<file path="src/rtl/grn_sched.sv">
// grn_sched: batch scheduler that walks consecutive configurations through one grn core
// and streams one result record per configuration. Define GRN_SCHED_TIMEOUT_EN to build in the watchdog.
module grn_sched #(
    parameter int          SIZE           = 69,
    parameter logic [31:0] TIMEOUT_CYCLES = 32'd1048576
) (
    input  logic            clk,
    input  logic            rst_n,
    input  logic            job_start,
    input  logic [SIZE-1:0] job_base,
    input  logic [31:0]     job_count,
    output logic            job_busy,
    output logic            job_done,
    output logic            core_rst,
    output logic            core_start,
    output logic            core_done_ack,
    output logic [SIZE-1:0] core_conf,
    input  logic            core_done,
    input  logic [31:0]     core_transient,
    input  logic [31:0]     core_length,
    output logic            res_valid,
    input  logic            res_ready,
    output logic [SIZE-1:0] res_conf,
    output logic [31:0]     res_transient,
    output logic [31:0]     res_length,
    output logic            res_timeout
);
    localparam logic [2:0] ST_SETTLE = 3'd0;
    localparam logic [2:0] ST_IDLE   = 3'd1;
    localparam logic [2:0] ST_ISSUE  = 3'd2;
    localparam logic [2:0] ST_WAIT   = 3'd3;
    localparam logic [2:0] ST_ACK    = 3'd4;
    localparam logic [2:0] ST_EMIT   = 3'd5;
    localparam logic [2:0] ST_CRST   = 3'd6;

    localparam logic [SIZE-1:0] CONF_ONE = {{(SIZE-1){1'b0}}, 1'b1};

    logic [2:0]      state_r, state_s;
    logic [SIZE-1:0] cur_conf_r, cur_conf_s;
    logic [31:0]     remaining_r, remaining_s;
    logic [1:0]      settle_cnt_r, settle_cnt_s;
    logic            settle_to_emit_r, settle_to_emit_s;
    logic            job_done_r, job_done_s;
    logic            job_busy_r, core_start_r, core_done_ack_r, res_valid_r;
    logic [SIZE-1:0] res_conf_r, res_conf_s;
    logic [31:0]     res_transient_r, res_transient_s;
    logic [31:0]     res_length_r, res_length_s;
`ifdef GRN_SCHED_TIMEOUT_EN
    localparam logic [31:0] WD_LAST = TIMEOUT_CYCLES - 32'd1;
    logic [31:0]     wd_cnt_r, wd_cnt_s;
    logic            res_timeout_r, res_timeout_s;
`endif

    // Next-state, counter and result-capture decisions of the scheduler FSM
    always_comb begin
        state_s          = state_r;
        cur_conf_s       = cur_conf_r;
        remaining_s      = remaining_r;
        settle_cnt_s     = settle_cnt_r;
        settle_to_emit_s = settle_to_emit_r;
        job_done_s       = 1'b0;
        res_conf_s       = res_conf_r;
        res_transient_s  = res_transient_r;
        res_length_s     = res_length_r;
`ifdef GRN_SCHED_TIMEOUT_EN
        wd_cnt_s         = wd_cnt_r;
        res_timeout_s    = res_timeout_r;
`endif
        case (state_r)
            ST_SETTLE: begin
                if (settle_cnt_r == 2'd1) begin
                    settle_cnt_s     = 2'd0;
                    settle_to_emit_s = 1'b0;
                    state_s          = settle_to_emit_r ? ST_EMIT : ST_IDLE;
                end else begin
                    settle_cnt_s = settle_cnt_r + 2'd1;
                end
            end
            ST_IDLE: begin
                if (job_start) begin
                    cur_conf_s  = job_base;
                    remaining_s = job_count;
                    if (job_count == 32'd0) begin
                        job_done_s = 1'b1;
                    end else begin
                        state_s = ST_ISSUE;
                    end
                end else begin
                    state_s = ST_IDLE;
                end
            end
            ST_ISSUE: begin
`ifdef GRN_SCHED_TIMEOUT_EN
                wd_cnt_s = 32'd0;
`endif
                state_s = ST_WAIT;
            end
            ST_WAIT: begin
                // A completion in the same cycle as the watchdog limit takes priority
                if (core_done) begin
                    res_conf_s      = cur_conf_r;
                    res_transient_s = core_transient;
                    res_length_s    = core_length;
`ifdef GRN_SCHED_TIMEOUT_EN
                    res_timeout_s   = 1'b0;
`endif
                    state_s         = ST_ACK;
                end
`ifdef GRN_SCHED_TIMEOUT_EN
                else if (wd_cnt_r == WD_LAST) begin
                    res_conf_s      = cur_conf_r;
                    res_transient_s = 32'hFFFF_FFFF;
                    res_length_s    = 32'hFFFF_FFFF;
                    res_timeout_s   = 1'b1;
                    settle_cnt_s    = 2'd0;
                    state_s         = ST_CRST;
                end else begin
                    wd_cnt_s = (wd_cnt_r == 32'hFFFF_FFFF) ? wd_cnt_r : wd_cnt_r + 32'd1;
                end
`else
                else begin
                    state_s = ST_WAIT;
                end
`endif
            end
            ST_ACK: begin
                state_s = ST_EMIT;
            end
            ST_EMIT: begin
                if (res_ready) begin
                    cur_conf_s  = cur_conf_r + CONF_ONE;
                    remaining_s = remaining_r - 32'd1;
                    if (remaining_r == 32'd1) begin
                        job_done_s = 1'b1;
                        state_s    = ST_IDLE;
                    end else begin
                        state_s = ST_ISSUE;
                    end
                end else begin
                    state_s = ST_EMIT;
                end
            end
            ST_CRST: begin
                if (settle_cnt_r == 2'd1) begin
                    settle_cnt_s     = 2'd0;
                    settle_to_emit_s = 1'b1;
                    state_s          = ST_SETTLE;
                end else begin
                    settle_cnt_s = settle_cnt_r + 2'd1;
                end
            end
            default: begin
                settle_cnt_s     = 2'd0;
                settle_to_emit_s = 1'b0;
                state_s          = ST_SETTLE;
            end
        endcase
    end

    // State, datapath and output registers; control outputs are decoded from the next state
    always_ff @(posedge clk) begin
        if (!rst_n) begin
            state_r          <= ST_SETTLE;
            cur_conf_r       <= {SIZE{1'b0}};
            remaining_r      <= 32'd0;
            settle_cnt_r     <= 2'd0;
            settle_to_emit_r <= 1'b0;
            job_done_r       <= 1'b0;
            job_busy_r       <= 1'b1;
            core_start_r     <= 1'b0;
            core_done_ack_r  <= 1'b0;
            res_valid_r      <= 1'b0;
            res_conf_r       <= {SIZE{1'b0}};
            res_transient_r  <= 32'd0;
            res_length_r     <= 32'd0;
`ifdef GRN_SCHED_TIMEOUT_EN
            wd_cnt_r         <= 32'd0;
            res_timeout_r    <= 1'b0;
`endif
        end else begin
            state_r          <= state_s;
            cur_conf_r       <= cur_conf_s;
            remaining_r      <= remaining_s;
            settle_cnt_r     <= settle_cnt_s;
            settle_to_emit_r <= settle_to_emit_s;
            job_done_r       <= job_done_s;
            job_busy_r       <= (state_s != ST_IDLE);
            core_start_r     <= (state_s == ST_ISSUE);
            core_done_ack_r  <= (state_s == ST_ACK);
            res_valid_r      <= (state_s == ST_EMIT);
            res_conf_r       <= res_conf_s;
            res_transient_r  <= res_transient_s;
            res_length_r     <= res_length_s;
`ifdef GRN_SCHED_TIMEOUT_EN
            wd_cnt_r         <= wd_cnt_s;
            res_timeout_r    <= res_timeout_s;
`endif
        end
    end

    // The core must be held in reset for as long as the scheduler itself is
    assign core_rst      = ~rst_n | (state_r == ST_CRST);
    assign job_busy      = job_busy_r;
    assign job_done      = job_done_r;
    assign core_start    = core_start_r;
    assign core_done_ack = core_done_ack_r;
    assign core_conf     = cur_conf_r;
    assign res_valid     = res_valid_r;
    assign res_conf      = res_conf_r;
    assign res_transient = res_transient_r;
    assign res_length    = res_length_r;
`ifdef GRN_SCHED_TIMEOUT_EN
    assign res_timeout   = res_timeout_r;
`else
    assign res_timeout   = 1'b0;
`endif
endmodule

</file>
<file path="config.mk">
export PLATFORM = sky130hd
export DESIGN_NAME = grn_sched
export DESIGN_NICKNAME = d
export VERILOG_FILES = /design/src/rtl/grn_sched.sv
export SDC_FILE = /design/constraint.sdc
export NUM_CORES = 1
export LEC_CHECK = 0
export CAP_MARGIN = 15
export CORE_MARGIN = 3
export CORE_UTILIZATION = 30
export DETAILED_ROUTE_END_ITERATION = 6
export GPL_TIMING_DRIVEN = 0
export PLACE_DENSITY_LB_ADDON = 0.12
export SETUP_SLACK_MARGIN = 0.05
export SYNTH_ARGS = -nofsm -noshare
export SYNTH_HDL_FRONTEND = slang
export SYNTH_SLANG_ARGS = --single-unit
</file>
<file path="constraint.sdc">
create_clock -name clk -period 4.8 [get_ports clk]
set_input_delay 0.96 -clock clk [delete_from_list [all_inputs] [get_ports clk]]
set_output_delay 0.96 -clock clk [all_outputs]
set_load 0.03 [all_outputs]
</file>
==> flow_summary_export.csv <==
group,metric,value,unit
run_status,status,"completed",
drt,vias,14280,
logic_synthesis,synthDistinctLibCells,65,
sta,fmax,225.9,MHz
critical_path,timing.rr.start,"core_conf[45]",
floorplan,boundaryPins,379,
hold_path,hp-start,"res_length[22]",
global_route,grt_pass1_wl,88140,um
logic_synthesis,synthCells,1611,
job,drv_cap,0,
critical_path,setup.worst_path.class,"input pin to output pin",
sta,holdWs,0.4513,ns
floorplan,die_y,204.4,um
sta,finalClockSkew,0.01531,ns
cts,cts_setup_buffers,0,
global_route,grt_usage,0.2787,
critical_path,endpoint_kind,"output pin",
critical_path,cp_cell_sequence,"clkdlybuf4s50_1, clkbuf_1, clkbuf_2, o21ai_0, clkdlybuf4s50_1",
final_layout,antenna_cells,0,
sta,rsz0062_at_grt,"false",
sta,final.period_utilization,0.9223,
critical_path,cp_slowest_cell,"clkdlybuf4s50_1",
logic_synthesis,ys_seq_area_frac,0.4153,
hold_path,holdPathStages,2,
critical_path,cp.arrival,3.47,ns
floorplan,start_util,0.3049,
sta,finalSetupViolCount,0,
cts,h-tree-depth,1,
drt,via_per_inst,5.584,
final_layout,nets,2193,
pwr,total_power,0.005725,W
cts,hold_buffers,0,
cts,cts.sinks,245,
logic_synthesis,ys_ff_latch,245,
floorplan,die_width,204.4,um
floorplan,dieArea,0.04178,mm^2
cts,cts_buffer_depth,3,
critical_path,cp.required,3.84,ns
cts,cts_tree,"yes",
drt,remaining_drc_errors,0,
logic_synthesis,syn-mean-instance-area,7.331,um^2
logic_synthesis,synth-async-reset-ratio,0,
drt,drtIter0Drc,1289,
cts,clock_latency,0.57,ns
drt,wirelength,61440,um
sta,period_needed,4.427,ns
critical_path,worst_setup_path_start_kind,"input pin",
sta,slew_violations,0,
sta,setup_tns,0,ns
floorplan,core,0.03874,mm^2
critical_path,path_max_fanout,10,
drt,postRouteAntennaNets,0,
pwr,power_density,332.7,mW/mm^2
final_layout,finalCoreUtilization,0.4443,
placement,placed_area,0.01623,mm^2
logic_synthesis,synthFlopType,"dfxtp_1",
drt,first_pass_iters,6,
sta,relSlewSlack,0.2151,
global_route,grt_pass1_vias,13420,
logic_synthesis,syn_nets,1784,
cts,clk_pin_slew,0.06,ns
global_route,overflow,0,
placement,port_buffers,377,
critical_path,path_common_cell,"clkdlybuf4s50_1",
sta,worstMarginPinSlew,1.167,ns
pwr,ir_worst_vdd,0.0002486,V
critical_path,ff2ff_path_depth,7,
cts,cts_resized,0,
drt,routedWlPerCell,24.02,um
placement,dp_hpwl,45340,um
final_layout,design_area,0.01721,mm^2
global_route,antenna_found_initial,0,
sta,hold_violations,0,
global_route,grt_max_degree,15,
cts,root_buffer,"clkbuf_16",
placement,gp_congestion,0.9302,
critical_path,critPathLaunch,"rst_n",
logic_synthesis,synth.cell_area,0.01181,mm^2
critical_path,cpPeakStageDelay,0.66,ns
final_layout,n_fill_cell,4009,
final_layout,layout-drive-gt1-share,0.03431,
logic_synthesis,yosysWarnings,0,
pwr,p_leak,5.600,nW
floorplan,row_count,72,
hold_path,hp-class,"flop to flop",
cts,cts_made_buffers,30,
final_layout,syn_to_final_growth,45.71,%
logic_synthesis,synth-edff-count,0,
==> flip-flops by register name (all words and copies together) (netlist names) <==
register          count
res_transient        32
settle_cnt_r          2
res_valid             1
state_r               3
remaining_r          32
res_length           32
core_start            1
settle_to_emit_r      1
core_conf            69
res_conf             69
core_done_ack         1
job_busy              1
job_done              1
==> stage by stage <==
stage / instances / setup slack [ns]
6_report: 2558 / 0.3731
5_1_grt: 2558 / 0.3000
4_1_cts: 2558 / 0.07688
3_5_place_dp: 2506 / 0.07940
3_3_place_gp: 2506 / 0.07821
2_1_floorplan: 1611 / 1.943
==> cells in the final DEF (no fill, tap or decap), drive strengths merged, types with 5 or more instances in the layout <==
master and instances:
and2 7, o22ai 14, and4 7, nand4 43
nand3 60, and3 14, or2 8, nor2 103
a2bb2oi 5, o31a 7, nor3 43, a22oi 24
nor4 46, dfxtp 245, buf 12, a21oi 196
o31ai 7, clkdlybuf4s50 377, nand2 390, o21ai 83
o211ai 10, o21a 5, nor2b 5, or4 18
o311a 5, mux2i 17, inv 12, clkbuf 169
nand2b 7, or3 11, a31oi 19, a22o 8
==> routing by layer <==
layer	global-route usage	wire length [um]	vias up
li1	-	-	6590
met1	0.3600	25160	6722
met2	0.4438	27300	816
met3	0.07326	6295	156
met4	0.1116	2681	0
met5	0	0	-
==> cell families (layout without fill, tap and decap cells) <==
logic type / count (synthesis) / in the layout / synth area share
multiplexers: 21 / 21 / 0.01822
flip-flops: 245 / 245 / 0.4153
other: 1 / 1 / 0.0003175
buffers and inverters: 144 / 573 / 0.04672
adder cells (fa/ha/maj): 3 / 3 / 0.003179
AO/OA/AOI/OAI: 426 / 426 / 0.2169
AND/OR/NAND/NOR: 771 / 771 / 0.2994
==> area by class of cell <==
type / count / area, um^2 / area share
buffer: 132 / 508.0 / 0.02952
clock buffer: 49 / 933.4 / 0.05424
sequential: 245 / 4905 / 0.2850
tap: 518 / 648.1 / 0.03766
timing repair buffer: 377 / 3774 / 0.2193
multi-input combinational: 1222 / 6354 / 0.3692
clock inverter: 3 / 42.54 / 0.002472
inverter: 12 / 45.04 / 0.002617
==> worst paths after layout <==
kind                                        to  slack (ns)
worst max-delay path                  core_rst        0.37
worst min-delay path            res_length[22]        0.45
worst max register to register   core_conf[66]        0.92
worst min register to register  res_length[22]        0.45
==> power by group <==
| part | internal (W) | total, W | switching, W |
|---|---|---|---|
| clock network | 0.00136 | 0.00228 | 0.000919 |
| logic | 0.000454 | 0.00118 | 0.000724 |
| registers | 0.00212 | 0.00227 | 0.000143 |
==> synth_stat cells, drive strengths merged (17+ instances only) <==
master  instances  area, um^2
nand3          60       305.3
clkbuf        120       451.7
nand2         390        1464
mux2i          17       170.2
o21ai          83       415.4
a22oi          24       180.2
nor2          103       386.6
a31oi          19       118.9
or4            18       147.6
dfxtp         245        4905
nand4          43       269.0
nor3           43       215.2
nor4           46       287.8
a21oi         196       980.9
==> worst max-delay path: cells and delay by family <==
family,cells,cell delay (ns)
buffers and inverters,4,2.31
AO/OA/AOI/OAI,1,0.18
No activity file was read; power rests on OpenSTA's default activity.
